`config.mk`:
```
export PLATFORM = sky130hd
export DESIGN_NAME = fys_perm_reader
export DESIGN_NICKNAME = d
export VERILOG_FILES = /design/src/rtl/fys_pkg.sv /design/src/rtl/fys_perm_reader_fifo.sv /design/src/rtl/fys_perm_reader.sv
export SDC_FILE = /design/constraint.sdc
export NUM_CORES = 1
export LEC_CHECK = 0
export BUFFER_PORTS_ARGS = -buffer_cell sky130_fd_sc_hd__clkbuf_2
export CAP_MARGIN = 0
export CORE_AREA = 2 2 134 136
export CTS_CLUSTER_SIZE = 20
export DETAILED_ROUTE_END_ITERATION = 8
export DIE_AREA = 0 0 136 138
export GPL_TIMING_DRIVEN = 0
export PLACE_DENSITY_LB_ADDON = 0.1
export REMOVE_ABC_BUFFERS = 1
export SYNTH_ARGS = -nofsm -noshare
export SYNTH_HDL_FRONTEND = slang
export SYNTH_SLANG_ARGS = --single-unit
```
`constraint.sdc`:
```
create_clock -name clk -period 3.74 [get_ports clk]
set_input_delay 0.187 -clock clk [delete_from_list [all_inputs] [get_ports clk]]
set_output_delay 0.187 -clock clk [all_outputs]
set_load 0.01 [all_outputs]
```
`src/rtl/fys_pkg.sv`:
```
// Shared types and constants for the Fisher-Yates permutation reader.
// Default index width, walk FSM states and permutation check targets.
package fys_pkg;

    localparam int FYS_M = 13;
    localparam int FYS_N = 1 << FYS_M;

    typedef enum logic [1:0] {
        ST_IDLE,
        ST_READ,
        ST_DRAIN
    } fys_state_e;

    // Sum of 0..N-1 for an M-bit index space.
    function automatic longint fys_exp_sum(input int m);
        longint n;
        n = longint'(1) << m;
        return (n * (n - 1)) / 2;
    endfunction

    // XOR of 0..N-1: zero for M >= 2, one for M = 1.
    function automatic int fys_exp_xor(input int m);
        return (m == 1) ? 1 : 0;
    endfunction

    localparam longint FYS_SUM = fys_exp_sum(FYS_M);
    localparam int     FYS_XOR = fys_exp_xor(FYS_M);

endpackage

```
`src/rtl/fys_perm_reader_fifo.sv`:
```
// Two-entry FIFO between the read port and the output stream.
// Head entry is a register so the stream outputs come straight off flops.
module fys_skid_fifo #(
    parameter int W = 27
) (
    input  logic         clk,
    input  logic         rst_n,
    input  logic         flush,
    input  logic         push,
    input  logic [W-1:0] push_data,
    input  logic         pop,
    output logic [1:0]   count,
    output logic         valid,
    output logic [W-1:0] head
);

    logic [W-1:0] ent0;
    logic [W-1:0] ent1;

    // Shift-style storage: ent0 is always the head, empty slots read as zero.
    always_ff @(posedge clk or negedge rst_n) begin
        if (!rst_n) begin
            count <= 2'd0;
            ent0  <= '0;
            ent1  <= '0;
        end else if (flush) begin
            count <= 2'd0;
            ent0  <= '0;
            ent1  <= '0;
        end else begin
            case ({push, pop})
                2'b10: begin
                    if (count == 2'd0) ent0 <= push_data;
                    else               ent1 <= push_data;
                    count <= count + 2'd1;
                end
                2'b01: begin
                    ent0  <= ent1;
                    ent1  <= '0;
                    count <= count - 2'd1;
                end
                2'b11: begin
                    if (count == 2'd1) begin
                        ent0 <= push_data;
                    end else begin
                        ent0 <= ent1;
                        ent1 <= push_data;
                    end
                end
                default: ;
            endcase
        end
    end

    assign valid = (count != 2'd0);
    assign head  = ent0;

endmodule

```
`src/rtl/fys_perm_reader.sv`:
```
// Walks the shuffle core's permutation memory and streams (index, value)
// beats downstream while checking that the contents form a permutation.
module fys_perm_reader
    import fys_pkg::*;
#(
    parameter int M = FYS_M
) (
    input  logic         clk,
    input  logic         rst_n,
    input  logic         perm_done,
    input  logic         abort,
    output logic         rd_en,
    output logic [M-1:0] rd_addr,
    input  logic [M-1:0] rd_data,
    output logic         out_valid,
    input  logic         out_ready,
    output logic [M-1:0] out_index,
    output logic [M-1:0] out_value,
    output logic         out_last,
    output logic         busy,
    output logic         walk_done,
    output logic         perm_ok
);

    localparam int SW = 2 * M;
    localparam int W  = 2 * M + 1;

    localparam logic [M-1:0]  LAST_IDX = {M{1'b1}};
    localparam logic [SW-1:0] SUM_EXP  = SW'(fys_exp_sum(M));
    localparam logic [M-1:0]  XOR_EXP  = M'(fys_exp_xor(M));

    fys_state_e    state;
    logic          pd_prev;
    logic [M-1:0]  issue_ctr;
    logic          inflight;
    logic [M-1:0]  infl_idx;
    logic [SW-1:0] sum;
    logic [M-1:0]  xr;

    logic [1:0]    fifo_count;
    logic          fifo_valid;
    logic [W-1:0]  fifo_head;
    logic [W-1:0]  push_data;
    logic          pop;
    logic [2:0]    used;

    logic [M-1:0]  head_idx;
    logic [M-1:0]  head_val;
    logic          head_last;
    logic [SW-1:0] sum_nx;
    logic [M-1:0]  xr_nx;

    assign {head_idx, head_val, head_last} = fifo_head;

    assign pop = fifo_valid & out_ready;

    // A slot freed by this cycle's pop counts as a free credit.
    assign used = {1'b0, fifo_count} + {2'b00, inflight} - {2'b00, pop};

    assign rd_en   = (state == ST_READ) && (used < 3'd2);
    assign rd_addr = rd_en ? issue_ctr : '0;

    assign push_data = {infl_idx, rd_data, infl_idx == LAST_IDX};

    assign sum_nx = sum + {{M{1'b0}}, head_val};
    assign xr_nx  = xr ^ head_val;

    fys_skid_fifo #(
        .W (W)
    ) u_fifo (
        .clk       (clk),
        .rst_n     (rst_n),
        .flush     (abort),
        .push      (inflight),
        .push_data (push_data),
        .pop       (pop),
        .count     (fifo_count),
        .valid     (fifo_valid),
        .head      (fifo_head)
    );

    // Walk FSM, read issue, in-flight tracking and permutation check.
    always_ff @(posedge clk or negedge rst_n) begin
        if (!rst_n) begin
            state     <= ST_IDLE;
            pd_prev   <= 1'b1;
            issue_ctr <= '0;
            inflight  <= 1'b0;
            infl_idx  <= '0;
            sum       <= '0;
            xr        <= '0;
            walk_done <= 1'b0;
            perm_ok   <= 1'b0;
        end else begin
            pd_prev   <= perm_done;
            walk_done <= 1'b0;
            inflight  <= rd_en;
            infl_idx  <= issue_ctr;
            if (abort) begin
                state    <= ST_IDLE;
                inflight <= 1'b0;
            end else begin
                case (state)
                    ST_IDLE: begin
                        if (perm_done && !pd_prev) begin
                            state     <= ST_READ;
                            issue_ctr <= '0;
                            sum       <= '0;
                            xr        <= '0;
                        end
                    end
                    ST_READ: begin
                        if (rd_en) begin
                            issue_ctr <= issue_ctr + 1'b1;
                            if (issue_ctr == LAST_IDX) state <= ST_DRAIN;
                        end
                    end
                    ST_DRAIN: ;
                    default: state <= ST_IDLE;
                endcase
                if (pop) begin
                    sum <= sum_nx;
                    xr  <= xr_nx;
                    if (head_last) begin
                        state     <= ST_IDLE;
                        walk_done <= 1'b1;
                        perm_ok   <= (sum_nx == SUM_EXP) && (xr_nx == XOR_EXP);
                    end
                end
            end
        end
    end

    assign busy      = (state != ST_IDLE);
    assign out_valid = fifo_valid;
    assign out_index = head_idx;
    assign out_value = head_val;
    assign out_last  = fifo_valid & head_last;

endmodule

```
==> flow_metrics.py, run 1 <==
metrics = {
    "sta": {
        "fin_crit_sh_pct": 90.46,
        "layout_setup_ws_ns": 0.3569,
        "slew_viol_final": 0,
        "clock.fmax_ghz": 0.2956,
        "setup_viol": 0,
        "relSlewSlack_pct": 35.59,
        "fin_crit_ns": 3.383,
        "finalHoldViolCount": 0,
        "grt_setup_unrepaired": "no",
        "finalClockSkew_ns": 0.01193,
        "worstMarginPinSlew_ns": 0.9660,
    },
    "setup_path": {
        "worstSetupPathType": "flip-flop to flip-flop",
        "crit_arrival_ns": 3.72,
        "cp_max_fo": 8,
        "crit_path_start_kind": "flip-flop",
        "crit_required_ns": 4.07,
        "timing.critical_path.to_type": "flip-flop",
    },
    "logic_synthesis": {
        "synth_area_leaders": "dfrtp_1 (46%), nand2_1 (8.3%), o21ai_0 (8.1%), mux2i_1 (4.1%), buf_4 (3.0%)",
        "async_flop_share_pct": 100.0,
        "synth_cells": 739,
        "synth_top_area_share_pct": 46.04,
        "ys_warn_count": 0,
        "synth.distinct_cells": 65,
        "ys.flop_type": "dfrtp_1",
        "avgSynthCellArea_um2": 9.266,
        "yosysSeqAreaShare_pct": 46.43,
        "synthesis.area_mm2": 0.006848,
        "synth_largest_area_cell": "dfrtp_1",
        "synth_edf_count": 0,
        "ys_ff_latch": 127,
    },
    "route": {
        "drt-total-wl_um": 16550,
        "detail-route-antenna-nets": 0,
        "first_pass_iters": 5,
        "drt-initial-drc-count": 316,
        "wl_per_cell_um": 16.29,
        "vias": 5375,
        "vias_per_cell": 5.290,
        "route.detailed.drc": 0,
    },
    "cts": {
        "cts_tree": "built",
        "cts_buffers": 17,
        "cts_root_buf": "clkbuf_16",
        "cts_buffer_depth": 2,
        "clk_latency_ns": 0.42,
        "htree_levels": 4,
        "clock-sinks": 127,
        "path_clk_slew_ns": 0.06,
    },
    "run_status": {
        "status": "finished clean",
    },
    "floorplan": {
        "fp-row-count": 49,
        "dieArea_mm2": 0.01877,
        "core-area_mm2": 0.01753,
        "die_x_um": 136,
        "io_pins": 63,
        "die_h_um": 138,
        "start_util_pct": 39.05,
    },
    "cells_and_area": {
        "final_cell_count_no_fill": 1016,
        "mostFrequentLayoutCells": "nand2_1 (150), dfrtp_1 (125), o21ai_0 (110), clkbuf_2 (61), nor2_1 (29)",
        "syn_to_final_growth_pct": 15.79,
        "n_antenna_cell": 0,
        "drive_above_1_share_pct": 17.28,
        "nets": 810,
        "final_common_cell": "nand2_1",
    },
    "grt": {
        "antenna_found_initial": 0,
        "grt_use_total_pct": 18.34,
        "grt_pass1_wl_um": 27320,
        "grt_start_max_net_pins": 79,
        "grt-ovfl-total": 0,
        "first_global_vias": 5244,
    },
    "power": {
        "peakVddDrop_uv": 334.6,
        "power_density_mw_per_mm2": 603.7,
        "cellLeakagePower_nw": 3.612,
    },
    "hold_path": {
        "min_path_type": "primary input to flip-flop",
    },
    "placement": {
        "dpl_worst_slack_ns": -0.4171,
        "place_hpwl_um": 11520,
        "finalWeightedCongestion": 0.8061,
        "port_buffers": 62,
        "dpl.cell_count": 979,
    },
    "flow_run": {
        "drv_cap": 0,
    },
}
kinds of logic after synthesis:
| logic type | count (synthesis) | synth area share [%] |
|---|---|---|
| multiplexers | 29 | 4.257 |
| buffers and inverters | 73 | 6.121 |
| adder cells (fa/ha/maj) | 18 | 3.508 |
| AND/OR/NAND/NOR | 266 | 18.16 |
| AO/OA/AOI/OAI | 192 | 17.18 |
| XOR/XNOR | 34 | 4.349 |
| flip-flops | 127 | 46.43 |
worst max-delay path, cell delays in order (launching register included):
cell	delay, ns
dfrtp_2	0.42
inv_1	0.08
ha_1	0.27
nor2b_4	0.24
xnor2_1	0.19
nand2_1	0.10
fa_1	0.39
xnor2_1	0.13
and3_1	0.20
nand2b_1	0.18
a21oi_4	0.30
nand4_1	0.27
or3_1	0.38
a21oi_1	0.15
per-stage QoR:
step | power (mW) | utilization (%) | hold slack, ns | TNS (ns) | instance area, µm²
3_3_place_gp | 3.040 | 40.39 | 0.3030 | -39.82 | 7082
6_report | 4.786 | 45.22 | 0.01719 | 0 | 7929
4_1_cts | 4.825 | 45.05 | 0.0003594 | 0 | 7900
2_1_floorplan | 2.637 | - | -0.1086 | 0 | 6485
3_5_place_dp | 3.129 | 41.43 | 0.1655 | -1.739 | 7264
5_1_grt | 5.080 | 45.22 | 0.01315 | 0 | 7929
Yosys cell counts (2+ instances only):
cell / count
buf_4: 27
a211oi_1: 2
o211ai_1: 2
dfrtp_1: 126
and2_1: 15
nand3b_1: 2
mux2i_1: 28
nor2_1: 31
xor2_1: 11
nand3_1: 12
xnor2_1: 23
ha_1: 16
inv_1: 15
o21bai_4: 2
nor3_1: 6
o31ai_1: 7
o22ai_1: 10
nand4_1: 16
nand2_1: 151
o21a_1: 3
a41oi_1: 2
clkbuf_1: 26
or2_2: 3
buf_2: 2
a21oi_1: 23
a211o_1: 2
o32ai_1: 2
or3_1: 4
a2111oi_0: 2
nor2b_1: 2
o21ai_0: 111
and3_1: 6
a31oi_1: 6
a211oi_2: 2
a21o_1: 4
nand2b_1: 5
a22o_1: 2
nor4_1: 2
fa_1: 2
cell type report:
class	count	area, µm²
fillers	1718	9605
multi-input cells	539	3303
flip-flops and latches	127	3181
repair buffers	74	505.5
clock buffers	19	442.9
well taps	229	286.5
clock inverters	13	153.9
inverters	15	56.30
worst paths after layout:
check	start	to	slack, ns	cells after the start
max in group asynchronous	rst_n	pd_prev	2.68	3
worst min register to register	issue_ctr[7]	infl_idx[7]	0.43	0
worst max-delay path	u_fifo.count[1]	issue_ctr[7]	0.36	13
worst max register to register	u_fifo.count[1]	issue_ctr[7]	0.36	13
worst min-delay path	rd_data[8]	u_fifo.ent1[9]	0.02	3
min in group asynchronous	rst_n	u_fifo.head[12]	0.30	2
timing repair:
item                       in CTS  in global routing
hold buffers                    2                  0
setup endpoints to repair       9                 14
hold endpoints to repair       50                  0
resized for setup               4                  3
pin swaps                       0                  2
buffers inserted                0                  3
sequential cells by signal, indices dropped and copies added (netlist names), 2 cells and up:
name,flops
u_fifo.ent1,27
u_fifo.head,27
sum,26
infl_idx,13
issue_ctr,13
xr,13
state,2
u_fifo.count,2
power by group:
group          internal, mW  switching (mW)
registers              1.58           0.223
clock network          1.01           0.661
logic                 0.513           0.795
total                  3.11            1.68
routing by layer:
metal,part of all wire (%),GRT usage (%)
met3,4.1,4.107
met1,47,24.75
met2,48,29.30
met5,0,0
met4,1.6,5.811
(Power assumes the default switching activity.)
==> inputs of run 2 (changes only) <==
Settings changed: CELL_PAD_IN_SITES_DETAIL_PLACEMENT set to 0, CELL_PAD_IN_SITES_GLOBAL_PLACEMENT set to 1.
==> flow_metrics.py, run 2 (synthesis gave the netlist of run 1 again) <==
metrics = {
    "setup_path": {
        "path_cells": "inv_1 -> ha_1 -> nor2b_4 -> xnor2_1 -> nand2_1 -> fa_1 -> xnor2_1 -> and3_1 -> nand2b_1 -> inv_2 -> and2_1 -> clkbuf_2",
        "timing.critical_path.to_type": "output pin",
        "critPathSlowestCell": "dfrtp_1",
        "cpLargestDelayFamily": "simple AND/OR/NAND/NOR gates",
        "crit_required_ns": 3.55,
        "cp_num_buf_inv": 3,
        "worstSetupPathType": "flip-flop to output pin",
        "crit_path_start_kind": "flip-flop",
        "critical_path.max_stage_delay_ns": 0.45,
        "crit_arrival_ns": 3.24,
        "cpMostUsedCell": "xnor2_1",
        "cp_max_fo": 13,
    },
    "cells_and_area": {
        "postLayoutCoreUtil_pct": 45.08,
        "n_antenna_cell": 0,
        "final_common_cell": "nand2_1",
        "syn_to_final_growth_pct": 15.42,
        "nets": 813,
        "drive_above_1_share_pct": 17.34,
        "mostFrequentLayoutCells": "nand2_1 (150), dfrtp_1 (126), o21ai_0 (110), clkbuf_2 (61), nor2_1 (29)",
    },
    "route": {
        "drt-initial-drc-count": 285,
        "route.detailed.drc": 0,
        "detail-route-antenna-nets": 0,
        "drt-total-wl_um": 16520,
        "first_pass_iters": 4,
        "vias": 5324,
        "wl_per_cell_um": 16.21,
        "vias_per_cell": 5.225,
    },
    "grt": {
        "first_global_vias": 5356,
        "gr-usage-met3_pct": 4.987,
        "grt-ovfl-total": 0,
        "grt_start_max_net_pins": 100,
        "grt_use_total_pct": 18.82,
        "use_met1_pct": 24.28,
        "antenna_found_initial": 0,
        "use_met2_pct": 31.26,
        "busiest_layer": "met2",
        "grt_pass1_wl_um": 27890,
    },
    "sta": {
        "finalClockSkew_ns": 0.006878,
        "grt_setup_unrepaired": "no",
        "clock.fmax_ghz": 0.2921,
        "slew_viol_final": 0,
        "finalHoldViolCount": 0,
        "setup_viol": 0,
        "worstMarginPinSlew_ns": 0.9258,
        "fin_crit_ns": 3.424,
        "fin_crit_sh_pct": 91.54,
        "layout_setup_ws_ns": 0.3163,
        "relSlewSlack_pct": 38.06,
    },
    "cts": {
        "path_clk_slew_ns": 0.06,
        "cts_root_buf": "clkbuf_16",
        "htree_levels": 4,
        "cts_buffers": 17,
        "clock-sinks": 127,
        "cts_tree": "built",
        "clk_latency_ns": 0.42,
        "cts_buffer_depth": 2,
    },
    "floorplan": {
        "die_x_um": 136,
        "core-area_mm2": 0.01753,
        "io_pins": 63,
        "dieArea_mm2": 0.01877,
        "start_util_pct": 39.05,
        "die_h_um": 138,
        "fp-row-count": 49,
    },
    "hold_path": {
        "min_path_type": "primary input to flip-flop",
    },
    "power": {
        "cellLeakagePower_nw": 3.610,
        "peakVddDrop_uv": 298.5,
        "power_density_mw_per_mm2": 592.7,
        "power_mw": 4.684,
    },
    "placement": {
        "port_buffers": 62,
        "place_hpwl_um": 11410,
        "finalWeightedCongestion": 0.8004,
        "dpl_worst_slack_ns": -0.5590,
    },
    "run_status": {
        "status": "finished clean",
    },
    "flow_run": {
        "drv_cap": 0,
    },
}
-- run 2: worst reg2reg max path, delay by kind of cell, from the launching register on --
kind / cells / cell delay [ns]
flops: 1 / 0.45
fa+ha+maj: 2 / 0.66
xor+xnor: 2 / 0.34
buf+inv: 2 / 0.27
compound gates: 2 / 0.41
simple gates: 6 / 1.16
-- run 2: what timing repair did --
item,in CTS,in global routing
pin swaps,0,2
gates cloned,0,0
endpoints found under the hold margin,30,0
hold buffers,3,0
gates resized for setup,4,2
setup buffers,0,4
setup endpoints to repair,23,16
-- run 2: cell type report --
| class | instances | area, µm² |
|---|---|---|
| inverters | 15 | 56.30 |
| well taps | 229 | 286.5 |
| repair buffers | 77 | 514.2 |
| multi-input cells | 539 | 3303 |
| clock buffers | 18 | 429.2 |
| fillers | 1736 | 9630 |
| clock inverters | 14 | 135.1 |
| flip-flops and latches | 127 | 3179 |
-- run 2: stage by stage --
| stage | std cells | instance area (µm²) | TNS [ns] | hold slack [ns] |
|---|---|---|---|---|
| global route | 1019 | 7904 | 0 | 0.02219 |
| CTS | 1015 | 7869 | 0 | 0.002190 |
| detailed placement | 980 | 7256 | -2.683 | 0.1008 |
| floorplan | 681 | 6485 | 0 | -0.1086 |
| finish | 1019 | 7904 | 0 | 0.01495 |
| global placement | 972 | 7082 | -40.70 | 0.3007 |
-- run 2: power by group --
part	leakage [nW]	internal, mW	switching (mW)
Clock	0.269	0.925	0.657
Sequential	1.74	1.58	0.216
Combinational	1.60	0.510	0.795
Total	3.61	3.02	1.67
-- run 2: layer usage --
layer / vias to the layer above / share of wire, %
met5: - / 0
met4: 0 / 1.3
met3: 19 / 3.5
met2: 81 / 50
met1: 2592 / 45
li1: 2632 / -
-- run 2: path summary, 6_finish.rpt --
check	start	end	slack (ns)	depth (start not counted)
max	u_fifo.count[1]	rd_addr[11]	0.32	12
min	rd_data[4]	u_fifo.ent1[5]	0.01	3
max reg2reg	u_fifo.count[1]	issue_ctr[7]	0.39	14
min reg2reg	issue_ctr[7]	infl_idx[7]	0.43	0
max in group asynchronous	rst_n	pd_prev	2.71	3
min in group asynchronous	rst_n	xr[8]	0.23	2
==> inputs of run 3 (changes only) <==
Settings changed: CTS_BUF_LIST set to sky130_fd_sc_hd__clkbuf_4.
==> flow_metrics.py, run 3 (synthesis gave the netlist of run 1 again) <==
metrics = {
    "run_status": {
        "status": "finished clean",
    },
    "grt": {
        "grt_pass1_wl_um": 27950,
        "grt-ovfl-total": 0,
        "first_global_vias": 5402,
        "grt_use_total_pct": 18.78,
        "grt_start_max_net_pins": 100,
        "antenna_found_initial": 1,
    },
    "setup_path": {
        "crit_cells": 13,
        "critPathSlowestCell": "dfrtp_2",
        "cpMostUsedCell": "nand2b_1",
        "cp_num_buf_inv": 2,
        "timing.critical_path.to_type": "flip-flop",
        "path_cells": "inv_1 -> ha_1 -> nand2b_1 -> nor2_1 -> fa_1 -> xnor2_1 -> and3_1 -> nand2b_1 -> a21oi_4 -> nand4_1 -> buf_4 -> or3_1 -> a21oi_1",
        "critical_path.max_stage_delay_ns": 0.47,
        "crit_required_ns": 4.19,
        "worstSetupPathType": "flip-flop to flip-flop",
        "reg2regPathDepth": 13,
        "crit_path_start_kind": "flip-flop",
        "cp_max_fo": 11,
        "cpLargestDelayFamily": "simple AND/OR/NAND/NOR gates",
        "crit_arrival_ns": 3.89,
    },
    "cts": {
        "cts_root_buf": "clkbuf_4",
        "htree_levels": 4,
        "path_clk_slew_ns": 0.13,
        "clk_latency_ns": 0.53,
        "clock-sinks": 127,
        "cts_tree": "built",
        "cts_buffer_depth": 2,
        "cts_buffers": 17,
    },
    "flow_run": {
        "drv_cap": 0,
    },
    "floorplan": {
        "die_x_um": 136,
        "start_util_pct": 39.05,
        "die_h_um": 138,
        "dieArea_mm2": 0.01877,
        "io_pins": 63,
        "fp-row-count": 49,
        "core-area_mm2": 0.01753,
    },
    "sta": {
        "clock.fmax_ghz": 0.2903,
        "finalHoldViolCount": 0,
        "finalClockSkew_ns": 0.01831,
        "setup_tns_ns": 0,
        "relSlewSlack_pct": 38.71,
        "setup_viol": 0,
        "hold_slack_ns": 0.1090,
        "fin_crit_sh_pct": 92.09,
        "worstMarginPinSlew_ns": 0.9161,
        "fin_crit_ns": 3.444,
        "slew_viol_final": 0,
    },
    "power": {
        "power_mw": 4.030,
        "cellLeakagePower_nw": 3.525,
        "peakVddDrop_uv": 242.8,
        "power_density_mw_per_mm2": 521.3,
    },
    "placement": {
        "finalWeightedCongestion": 0.8004,
        "place_hpwl_um": 11410,
        "port_buffers": 62,
    },
    "route": {
        "vias": 5326,
        "first_pass_iters": 4,
        "route.detailed.drc": 0,
        "wl_per_cell_um": 16.01,
        "detail-route-antenna-nets": 0,
        "drt-initial-drc-count": 263,
        "vias_per_cell": 5.161,
        "drt-total-wl_um": 16520,
    },
    "cells_and_area": {
        "syn_to_final_growth_pct": 12.90,
        "postLayoutCoreUtil_pct": 44.09,
        "final_common_cell": "nand2_1",
        "mostFrequentLayoutCells": "nand2_1 (150), dfrtp_1 (125), o21ai_0 (110), clkbuf_2 (61), nor2_1 (29)",
        "nets": 824,
        "drive_above_1_share_pct": 17.23,
    },
    "hold_path": {
        "min_path_type": "primary input to async pin",
    },
}
run 3: cell count changes in the layout (fill, tap and decap cells not counted), sizes merged:
cell,change
diode,+2
buf,-1
dlygate4sd3,+12
run 3: area by class of cell:
cell class              instances  area [µm²]
repair buffers                 88       626.9
well taps                     229       286.5
fillers                      1761        9803
diodes                          2       5.005
clock inverters                14       135.1
flip-flops and latches        127        3181
inverters                      15       58.81
clock buffers                  18       135.1
multi-input cells             539        3303
run 3: what timing repair did:
action,CTS,global route
setup endpoints to repair,24,17
pin swaps,0,1
gates resized for setup,5,3
hold buffers,15,0
buffers inserted,0,3
endpoints found under the hold margin,154,0
run 3: worst reg2reg max path, cell delays in order, from the launching register on:
cell,delay [ns]
dfrtp_2,0.47
inv_1,0.09
ha_1,0.29
nand2b_1,0.32
nor2_1,0.11
fa_1,0.41
xnor2_1,0.14
and3_1,0.20
nand2b_1,0.21
a21oi_4,0.37
nand4_1,0.13
buf_4,0.19
or3_1,0.31
a21oi_1,0.14
run 3: per-stage QoR:
| step | worst slack, ns | cells | instance area [µm²] |
|---|---|---|---|
| after floorplan | 0.3783 | 681 | 6485 |
| after global placement | -1.163 | 972 | 7082 |
| after detailed placement | -0.5590 | 980 | 7256 |
| after CTS | 0.008048 | 1027 | 7695 |
| after global routing | -0.001554 | 1032 | 7731 |
| final | 0.2957 | 1032 | 7731 |
run 3: per-layer routing:
| metal | global-route usage [%] | up-vias | routed length [µm] |
|---|---|---|---|
| met2 | 31.24 | 68 | 8259 |
| met1 | 24.46 | 2590 | 7471 |
| met5 | 0 | - | 0 |
| li1 | - | 2650 | - |
| met4 | 4.989 | 0 | 194 |
| met3 | 4.547 | 18 | 598 |
run 3: final timing paths:
check / end / startpoint / slack, ns
worst min-delay path: xr[8] / rst_n / 0.11
worst max register to register: issue_ctr[7] / u_fifo.count[1] / 0.30
min in group clk: u_fifo.count[1] / abort / 0.13
worst min register to register: infl_idx[7] / issue_ctr[7] / 0.45
max in group asynchronous: u_fifo.count[1] / rst_n / 2.82
worst max-delay path: issue_ctr[7] / u_fifo.count[1] / 0.30
run 3: report_power, final:
| part | switching, mW | internal [mW] | total (mW) |
|---|---|---|---|
| combinational | 0.798 | 0.520 | 1.32 |
| clock | 0.568 | 0.348 | 0.916 |
| sequential | 0.216 | 1.58 | 1.79 |
